==> config.mk <==
export PLATFORM = sky130hd
export DESIGN_NAME = serial_add_ctrl
export DESIGN_NICKNAME = d
export VERILOG_FILES = /design/src/rtl/serial_add_ctrl.sv
export SDC_FILE = /design/constraint.sdc
export NUM_CORES = 1
export LEC_CHECK = 0
export CAP_MARGIN = 20
export CORE_MARGIN = 4
export CORE_UTILIZATION = 25
export CTS_CLUSTER_DIAMETER = 60
export DETAILED_ROUTE_END_ITERATION = 10
export PLACE_DENSITY_LB_ADDON = 0.3
export SLEW_MARGIN = 25
export SYNTH_ARGS = -nofsm -noshare
export SYNTH_HDL_FRONTEND = slang
export SYNTH_HIERARCHICAL = 1
export SYNTH_SLANG_ARGS = --single-unit
export TNS_END_PERCENT = 100
==> constraint.sdc <==
create_clock -name clk -period 4.67 [get_ports clk]
set_input_delay 0.934 -clock clk [delete_from_list [all_inputs] [get_ports clk]]
set_output_delay 0.934 -clock clk [all_outputs]
set_load 0.02 [all_outputs]
==> src/rtl/serial_add_ctrl.sv <==
// Multi-cycle adder: one 2-bit slice reused WIDTH/2 times, start/busy/done handshake.
// Optional subtract mode enabled by defining SERIAL_ADD_SUB_EN (adds the sub port).

module full_adder2 (
  input  logic [1:0] a,
  input  logic [1:0] b,
  input  logic       ci,
  output logic [1:0] s,
  output logic       co
);
  assign {co, s} = {1'b0, a} + {1'b0, b} + {2'b00, ci};
endmodule

module serial_add_ctrl #(
  parameter int WIDTH = 32,
  parameter int CNT_W = 5
) (
  input  logic             clk,
  input  logic             rst,
  input  logic             start,
  input  logic [WIDTH-1:0] in1,
  input  logic [WIDTH-1:0] in2,
  input  logic             cIn,
`ifdef SERIAL_ADD_SUB_EN
  input  logic             sub,
`endif
  output logic             busy,
  output logic             done,
  output logic [WIDTH-1:0] sum,
  output logic             cOut
);

  typedef enum logic [1:0] {IDLE, RUN, DONE} state_t;

  localparam logic [CNT_W-1:0] LAST = CNT_W'(WIDTH / 2 - 1);

  state_t           state;
  logic [WIDTH-1:0] op_a;
  logic [WIDTH-1:0] op_b;
  logic [WIDTH-1:0] acc;
  logic             carry;
  logic [CNT_W-1:0] cnt;

  logic [WIDTH-1:0] op_b_in;
  logic             carry_in;
  logic [1:0]       slice_s;
  logic             slice_co;
  logic [WIDTH-1:0] next_acc;

`ifdef SERIAL_ADD_SUB_EN
  // Subtract as in1 + ~in2 + 1; cOut=1 then means no borrow.
  assign op_b_in  = sub ? ~in2 : in2;
  assign carry_in = sub ? 1'b1 : cIn;
`else
  assign op_b_in  = in2;
  assign carry_in = cIn;
`endif

  full_adder2 u_slice (
    .a  (op_a[1:0]),
    .b  (op_b[1:0]),
    .ci (carry),
    .s  (slice_s),
    .co (slice_co)
  );

  // Each slice result enters at the top, so after WIDTH/2 steps bit 0 sits at acc[0].
  assign next_acc = {slice_s, acc[WIDTH-1:2]};

  // NOTE: all state below is updated with non-blocking assignments so every
  // register samples pre-edge values, independent of statement order.
  always_ff @(posedge clk or posedge rst) begin
    if (rst) begin
      state <= IDLE;
      busy  <= 1'b0;
      done  <= 1'b0;
      sum   <= '0;
      cOut  <= 1'b0;
      op_a  <= '0;
      op_b  <= '0;
      acc   <= '0;
      carry <= 1'b0;
      cnt   <= '0;
    end else begin
      case (state)
        IDLE, DONE: begin
          done <= 1'b0;
          if (start) begin
            state <= RUN;
            busy  <= 1'b1;
            op_a  <= in1;
            op_b  <= op_b_in;
            carry <= carry_in;
            cnt   <= '0;
          end else begin
            state <= IDLE;
          end
        end
        RUN: begin
          acc   <= next_acc;
          op_a  <= op_a >> 2;
          op_b  <= op_b >> 2;
          carry <= slice_co;
          cnt   <= cnt + 1'b1;
          if (cnt == LAST) begin
            state <= DONE;
            busy  <= 1'b0;
            done  <= 1'b1;
            sum   <= next_acc;
            cOut  <= slice_co;
          end
        end
        default: state <= IDLE;
      endcase
    end
  end

endmodule

**Word-level counts from Yosys, hierarchy flattened**

Cells that the tools add are included.

- $add $sub $neg: 3
- Eq/ne operators: 5
- Mux-type cells: 16
- Reductions and logical operators: 7

Operators with widths:

| operator | count |
|---|---|
| one-hot mux 32 bit (2 select lines) | 2 |
| two-way mux 32 bit | 2 |
| one-hot mux 5 bit (2 select lines) | 1 |
| one-hot mux 1 bit (2 select lines) | 3 |
| AND reduction 2 bit | 3 |
| adder 5 x 1 -> 5 bit, second input constant | 1 |
| == test 5 x 4 -> 1 bit, second input constant | 1 |
| two-way mux 1 bit | 5 |
| two-way mux 5 bit | 1 |
| inequality test 2 bit, second input constant | 2 |
| one-hot mux 2 bit (2 select lines) | 1 |
| adder 2 x 2 -> 3 bit | 1 |
| adder 3 x 1 -> 3 bit | 1 |
| AND reduction 3 bit | 1 |
| == test 2 x 1 -> 1 bit, second input constant | 1 |
| == test 2 bit, second input constant | 1 |
| zero test 2 bit | 1 |
| two-way mux 2 bit | 1 |
| nonzero test 2 bit | 1 |
| OR reduction 2 bit | 1 |

- Flip-flop bits (word level): 139
- Bits of input ports: 68
- Output and inout bits: 35
- Logic and storage cells: 41

**Longest topological paths before layout**

Gate-level depths: netlist (run 1).

- Word-level depth: 4
- Mapped depth: 6
- Mapped depth without buffers: 6

**By module**

The synthesis (run 1) kept the hierarchy.

By module, submodules not included:

| module | times used | cells each | area each (sq um) | seq. area each (sq um) |
|---|---|---|---|---|
| serial_add_ctrl | 1 | 513 | 5652.9 | 3428.3 |
| full_adder2 | 1 | 10 | 70.1 | 0.0 |

**Worst setup path before layout (run 1)**

Ideal clock, no wire load.

- Path kind: input-to-reg
- From: in start
- To: reg op_a[0]
- Setup time: 0.124 ns
- Data arrival time: 1.672 ns
- Required time: 4.546 ns
- Path slack: 2.874 ns
- Cell stages on the path: 6
- Path buffers: 3
- Cells stage by stage: nor2b_1 clkbuf_1 buf_2 buf_2 a22oi_1 nand2_1

- Word-level cells in the longest chain between the ends: 2

RTL lines:

| what | RTL line | text |
|---|---|---|
| start, declared | 20 | `input logic start,` |
| inequality test 2 bit (no line) | n/a |  |
| AND reduction 2 bit (no line) | n/a |  |
| end signal, assigned | 91 | `op_a <= in1;` |
| end signal, assigned | 101 | `op_a <= op_a >> 2;` |
| end, declared | 38 | `logic [WIDTH-1:0] op_a;` |

Every way passes these cells.
A chain may end at the register's enable or synchronous reset.

**Worst setup path after layout (run 1)**

- From: in start
- To: reg op_a[22]

Same word-level chain as after synthesis.

==> impl_metrics.toml, run 1 <==
[clock_tree]
clk_latency_ns = 0.41
cts_made_buffers = 17
cts_sinks = 137
htreeDepth = 4
cts_tree = "yes"
clk_pin_slew_ns = 0.06
post_cts_buffers = 0
clockBufferDepth = 2
ctsHoldBuffers = 0
cts_resized = 0
root_buffer = "clkbuf_16"

[setup_path]
cp_max_fo = 43
end_kind = "flip-flop"
worstPathArrival_ns = 2.95
slowest_stage = "nor2b_4"
crit_type = "in -> reg"
reg2reg_slack_ns = 2.38
critPathMaxStageDelay_ns = 0.82
path_depth = 5
rr_startpoint = "state[0]"
start_kind = "input pin"
path_cells = "clkdlybuf4s50_1 -> nor2b_4 -> buf_4 -> a22oi_1 -> nand2_1"
path_buf_inv = 2
crit_family = "buffers and inverters"
r2r_cells = 4
rr_endpoint = "op_b[30]"
cp.required_ns = 5.02

[die]
pin_count = 103
num_rows = 55
die_h_um = 159.3
fp.dieW_um = 159.3
dieArea_mm2 = 0.02538
initial_core_util_pct = 25.35
core_area_mm2 = 0.02257

[synthesis]
synth.top_cell.area_share_pct = 59.90
yosysWarnings = 6
synth_largest_area_cell = "dfrtp_1"
synth_area_mm2 = 0.005723
synthesis.nets = 595
syn_area_per_cell_um2 = 10.94
yosys-top-cells-area = "dfrtp_1 60%, nand2_1 10%, a22oi_1 8.0%, mux2_4 7.1%, nand3_1 5.4%"
synth_cell_type_count = 27
synthCells = 523
synth-seq-area-share_pct = 59.90
ys_seq_elements = 137

[global_routing]
grt_overflow = 0
grt_pass1_vias = 4524
grt_first_pass_wirelength_um = 23490
top_usage_layer = "met2"
gr-usage-met1_pct = 14.50
grtUsageMet3_pct = 3.883
grt_use_met2_pct = 18.60
grt_usage_pct = 11.31
antenna_found_initial = 0
grt_max_degree = 98

[drt]
num_vias = 4118
wire_per_inst_um = 15.18
drc_errors = 0
drt-total-wl_um = 13790
ant_nets = 0
first_pass_iters = 6
drt_iter0_drc = 222
vias_per_cell = 4.535

[finish]
area_growth_pct = 32.36
final_layout_size_suffix_gt1_share_pct = 12.20
fin_util_pct = 33.56
diodes = 0
final_nets = 682
finalInstanceArea_mm2 = 0.007575
nFillCells = 2268
mostFrequentLayoutCell = "nand2_1"
mostFrequentLayoutCells = "154 x nand2_1, 137 x dfrtp_1, 102 x clkdlybuf4s50_1"

[worst_hold_path]
hold_path.class = "reg -> reg"
min_to = "acc[2]"
holdPathStages = 2
hp-start = "acc[2]"

[sta]
fin_setup_tns_ns = 0
rsz0062_at_grt = "false"
skew_ns = 0.008143
setup_violations = 0
relSlewSlack_pct = 33.69
slew_viol_final = 0
period_share_pct = 55.80
period_needed_ns = 2.606
finalHoldViolations = 0
max_freq_mhz = 383.8
worst_pin_slew_ns = 0.9926

[pwr]
p_leak_uw = 0.003650
ir_drop_uv = 208.3
power_density_mw_per_mm2 = 689.7

[place]
dp_hpwl_um = 8804
postPlaceCellArea_mm2 = 0.006953
gp_congestion = 0.7150
io_buffer_count = 102

[run]
drv_cap = 0

[status]
status = "completed"
==> worst max path at each step <==
stage           from  endpoint  slack, ns
6_report       start  op_a[22]       2.06
5_1_grt        start  op_b[14]       1.88
4_1_cts        start  op_a[22]       2.06
3_5_place_dp   start   op_b[3]       1.62
3_3_place_gp   start   op_b[0]       1.65
2_1_floorplan    rst   acc[10]       0.07
==> per-layer routing <==
layer / up-vias / share of wire, %
met3: 8 / 4.6
met1: 2044 / 46
met4: 0 / 0.67
met5: - / 0
li1: 1964 / -
met2: 102 / 48
==> flip-flops by register name, indices dropped and copies added, names as in the netlist <==
name and count:
cnt 5, sum 32, acc 30, carry 1
state 2, op_a 32, op_b 32, done 1
busy 1, cOut 1
==> power by group <==
part	internal [uW]	switching, uW	total [uW]
Sequential	1720	324	2040
Combinational	814	997	1810
Clock	843	531	1370
==> layout make-up <==
cell class | instances | area (um^2) | share of cell area [%]
flip-flops and latches | 137 | 3428 | 45.26
clock inverters | 14 | 172.7 | 2.279
clock buffers | 18 | 429.2 | 5.666
repair buffers | 108 | 1079 | 14.24
inverters | 11 | 46.29 | 0.6112
well taps | 285 | 356.6 | 4.708
multi-input cells | 335 | 2063 | 27.24
==> synth_stat cells, drive strengths merged <==
cell / instances
nand2b: 2
mux2i: 2
nor2b: 1
nand3: 62
inv: 11
clkbuf: 14
a22oi: 61
nand4: 1
and2b: 1
buf: 26
o2bb2ai: 1
nor3b: 1
a21o: 2
mux2: 33
dfrtp: 137
nand2: 155
o21ai: 2
fa: 2
and3: 1
ha: 2
a22o: 5
nor2: 1
==> metrics by stage <==
step           hold slack [ns]  cells  power (uW)  setup WS [ns]
2_1_floorplan           0.4372    523        3284        0.06819
3_3_place_gp            0.4551    875        3821          1.648
3_5_place_dp            0.4683    875        3899          1.617
4_1_cts                 0.4849    907        5304          2.064
5_1_grt                 0.5014    908        5628          1.885
6_report                0.4776    908        5224          2.064
==> tightest hold or removal path, cell delays in order (launching register included) <==
cell and delay (ns):
dfrtp_1 0.34, nand2_1 0.05, nand2_1 0.05
==> kinds of logic after synthesis <==
group,synth area share (%)
muxes,8.614
buffers and inverters,4.394
and+or+nand+nor,16.59
adders and majority gates,1.137
AOI/OAI and AO/OA,9.357
DFF,59.90
Power figures use the tool's default switching activity.
==> run 2: changes to the inputs <==
==> constraint.sdc (replaced) <==
create_clock -name clk -period 2.4 [get_ports clk]
set_input_delay 0.48 -clock clk [delete_from_list [all_inputs] [get_ports clk]]
set_output_delay 0.48 -clock clk [all_outputs]
set_load 0.02 [all_outputs]
==> run 2 against run 1 <==
Against the previous run:
- count of clock-buffer cells in the layout did not move
- power rose by 96%
- cell area grew 1.1%
- sequential share of layout area decreased by 0.51 points
- highest routed layer unchanged
- flip-flop and latch count did not move
- sequential power grew 95%
- combinational power rose by 99%
- clock power grew 95%
- wire length down 1.1%
- via count rose by 2.0%
==> impl_metrics.toml, run 2 (same netlist as run 1, synthesis figures left out) <==
[drt]
drt-total-wl_um = 13630
vias_per_cell = 4.595
drc_errors = 0
drt_iter0_drc = 202
ant_nets = 0
first_pass_iters = 5
wire_per_inst_um = 14.92
num_vias = 4200

[clock_tree]
cts_sinks = 137
post_cts_buffers = 0
clk_pin_slew_ns = 0.07
ctsHoldBuffers = 0
cts_made_buffers = 17
clockBufferDepth = 2
clk_latency_ns = 0.42
htreeDepth = 4
cts_resized = 0
cts_tree = "yes"
root_buffer = "clkbuf_16"

[pwr]
p_sw_uw = 3651
power_density_mw_per_mm2 = 1340
p_leak_uw = 0.003689
pwr-share-comb_pct = 35.2
finalPower_uw = 10260
clkPwrFrac_pct = 26.0
p_sw_share_pct = 35.57
seq_power_share_pct = 38.8
ir_drop_uv = 477.8
p_int_uw = 6613

[sta]
skew_ns = 0.009231
worst_pin_slew_ns = 0.6342
max_freq_mhz = 497.9
finalHoldViolations = 0
setup_violations = 0
fin_setup_tns_ns = 0
period_needed_ns = 2.008
slew_viol_final = 0
period_share_pct = 83.69
relSlewSlack_pct = 57.72
rsz0062_at_grt = "false"

[finish]
nFillCells = 2250
final_nets = 689
mostFrequentLayoutCells = "154 x nand2_1, 137 x dfrtp_1, 102 x clkdlybuf4s50_1"
diodes = 0
mostFrequentLayoutCell = "nand2_1"
final_layout_size_suffix_gt1_share_pct = 13.04
top_regs = "op_a: 32 flops, op_b: 32 flops, sum: 32 flops"
instances_no_fill = 914
fin_util_pct = 33.94
area_growth_pct = 33.87
finalInstanceArea_mm2 = 0.007661

[global_routing]
antenna_found_initial = 0
top_usage_layer = "met2"
grt_usage_pct = 10.86
grtUsageMet3_pct = 3.728
grt_max_degree = 110
grt_pass1_vias = 4359
grt_overflow = 0
grt_first_pass_wirelength_um = 22680
gr-usage-met1_pct = 14.11
grt_use_met2_pct = 17.39

[setup_path]
end_kind = "flip-flop"
cp.required_ns = 2.69
cp_max_fo = 21
crit_type = "reg -> reg"
start_kind = "flip-flop"
worstPathArrival_ns = 2.30

[die]
die_h_um = 159.3
pin_count = 103
initial_core_util_pct = 25.35
dieArea_mm2 = 0.02538
fp.dieW_um = 159.3
core_area_mm2 = 0.02257
num_rows = 55

[place]
dp_hpwl_um = 9096
io_buffer_count = 102
postPlaceCellArea_mm2 = 0.007062
dpl.cell_count = 883
gp_congestion = 0.7427

[status]
status = "completed"

[run]
drv_cap = 0

[worst_hold_path]
hold_path.class = "reg -> reg"
## run 2: changes by cell type in the layout (fill, tap and decap cells not counted), sizes merged
cell,before,now
clkinvlp,2,4
buf,6,13
clkinv,7,4
## run 2: worst paths after layout
| check | start | endpoint | slack, ns | cells past startpoint |
|---|---|---|---|---|
| min in group asynchronous | rst | op_a[24] | 0.54 | 3 |
| min reg2reg | done | done | 0.48 | 2 |
| max reg2reg | cnt[0] | cOut | 0.39 | 6 |
| max in group asynchronous | rst | op_a[1] | 1.30 | 3 |
| min | done | done | 0.48 | 2 |
| max | cnt[0] | cOut | 0.39 | 6 |
## run 2: power groups by stage
| stage | Combinational [uW] | Sequential, uW | Clock [uW] |
|---|---|---|---|
| 6_report | 3610 | 3980 | 2670 |
| 4_1_cts | 3690 | 4000 | 2740 |
| 3_5_place_dp | 3670 | 4030 | 0 |
| 3_3_place_gp | 3560 | 3980 | 0 |
| 5_1_grt | 4030 | 4120 | 2860 |
| 2_1_floorplan | 2290 | 4100 | 0 |
## run 2: area by class of cell
type	count	area [um^2]	share of cell area [%]
clock buffers	18	429.2	5.602
flip-flops and latches	137	3428	44.75
well taps	285	356.6	4.655
multi-input cells	335	2063	26.93
repair buffers	115	1169	15.25
clock inverters	13	170.2	2.221
inverters	11	45.04	0.5879
## run 2: through the flow
stage	hold WS (ns)	worst slack [ns]
after floorplan	0.4372	0.2129
after global placement	0.4607	0.4471
after detailed placement	0.4662	0.3995
after CTS	0.4849	0.3839
after global routing	0.5222	0.3224
final	0.4817	0.3915
## run 2: metal layers
metal	vias to the layer above	part of all wire, %
li1	1981	-
met1	2093	46
met2	113	48
met3	13	5.1
met4	0	0.95
met5	-	0
## run 2: critical path, cell delays in order, from the launching register on
cell	delay [ns]
dfrtp_1	0.41
ha_1	0.23
and3_1	0.18
ha_1	0.22
nand2_4	0.29
buf_4	0.24
mux2_4	0.31
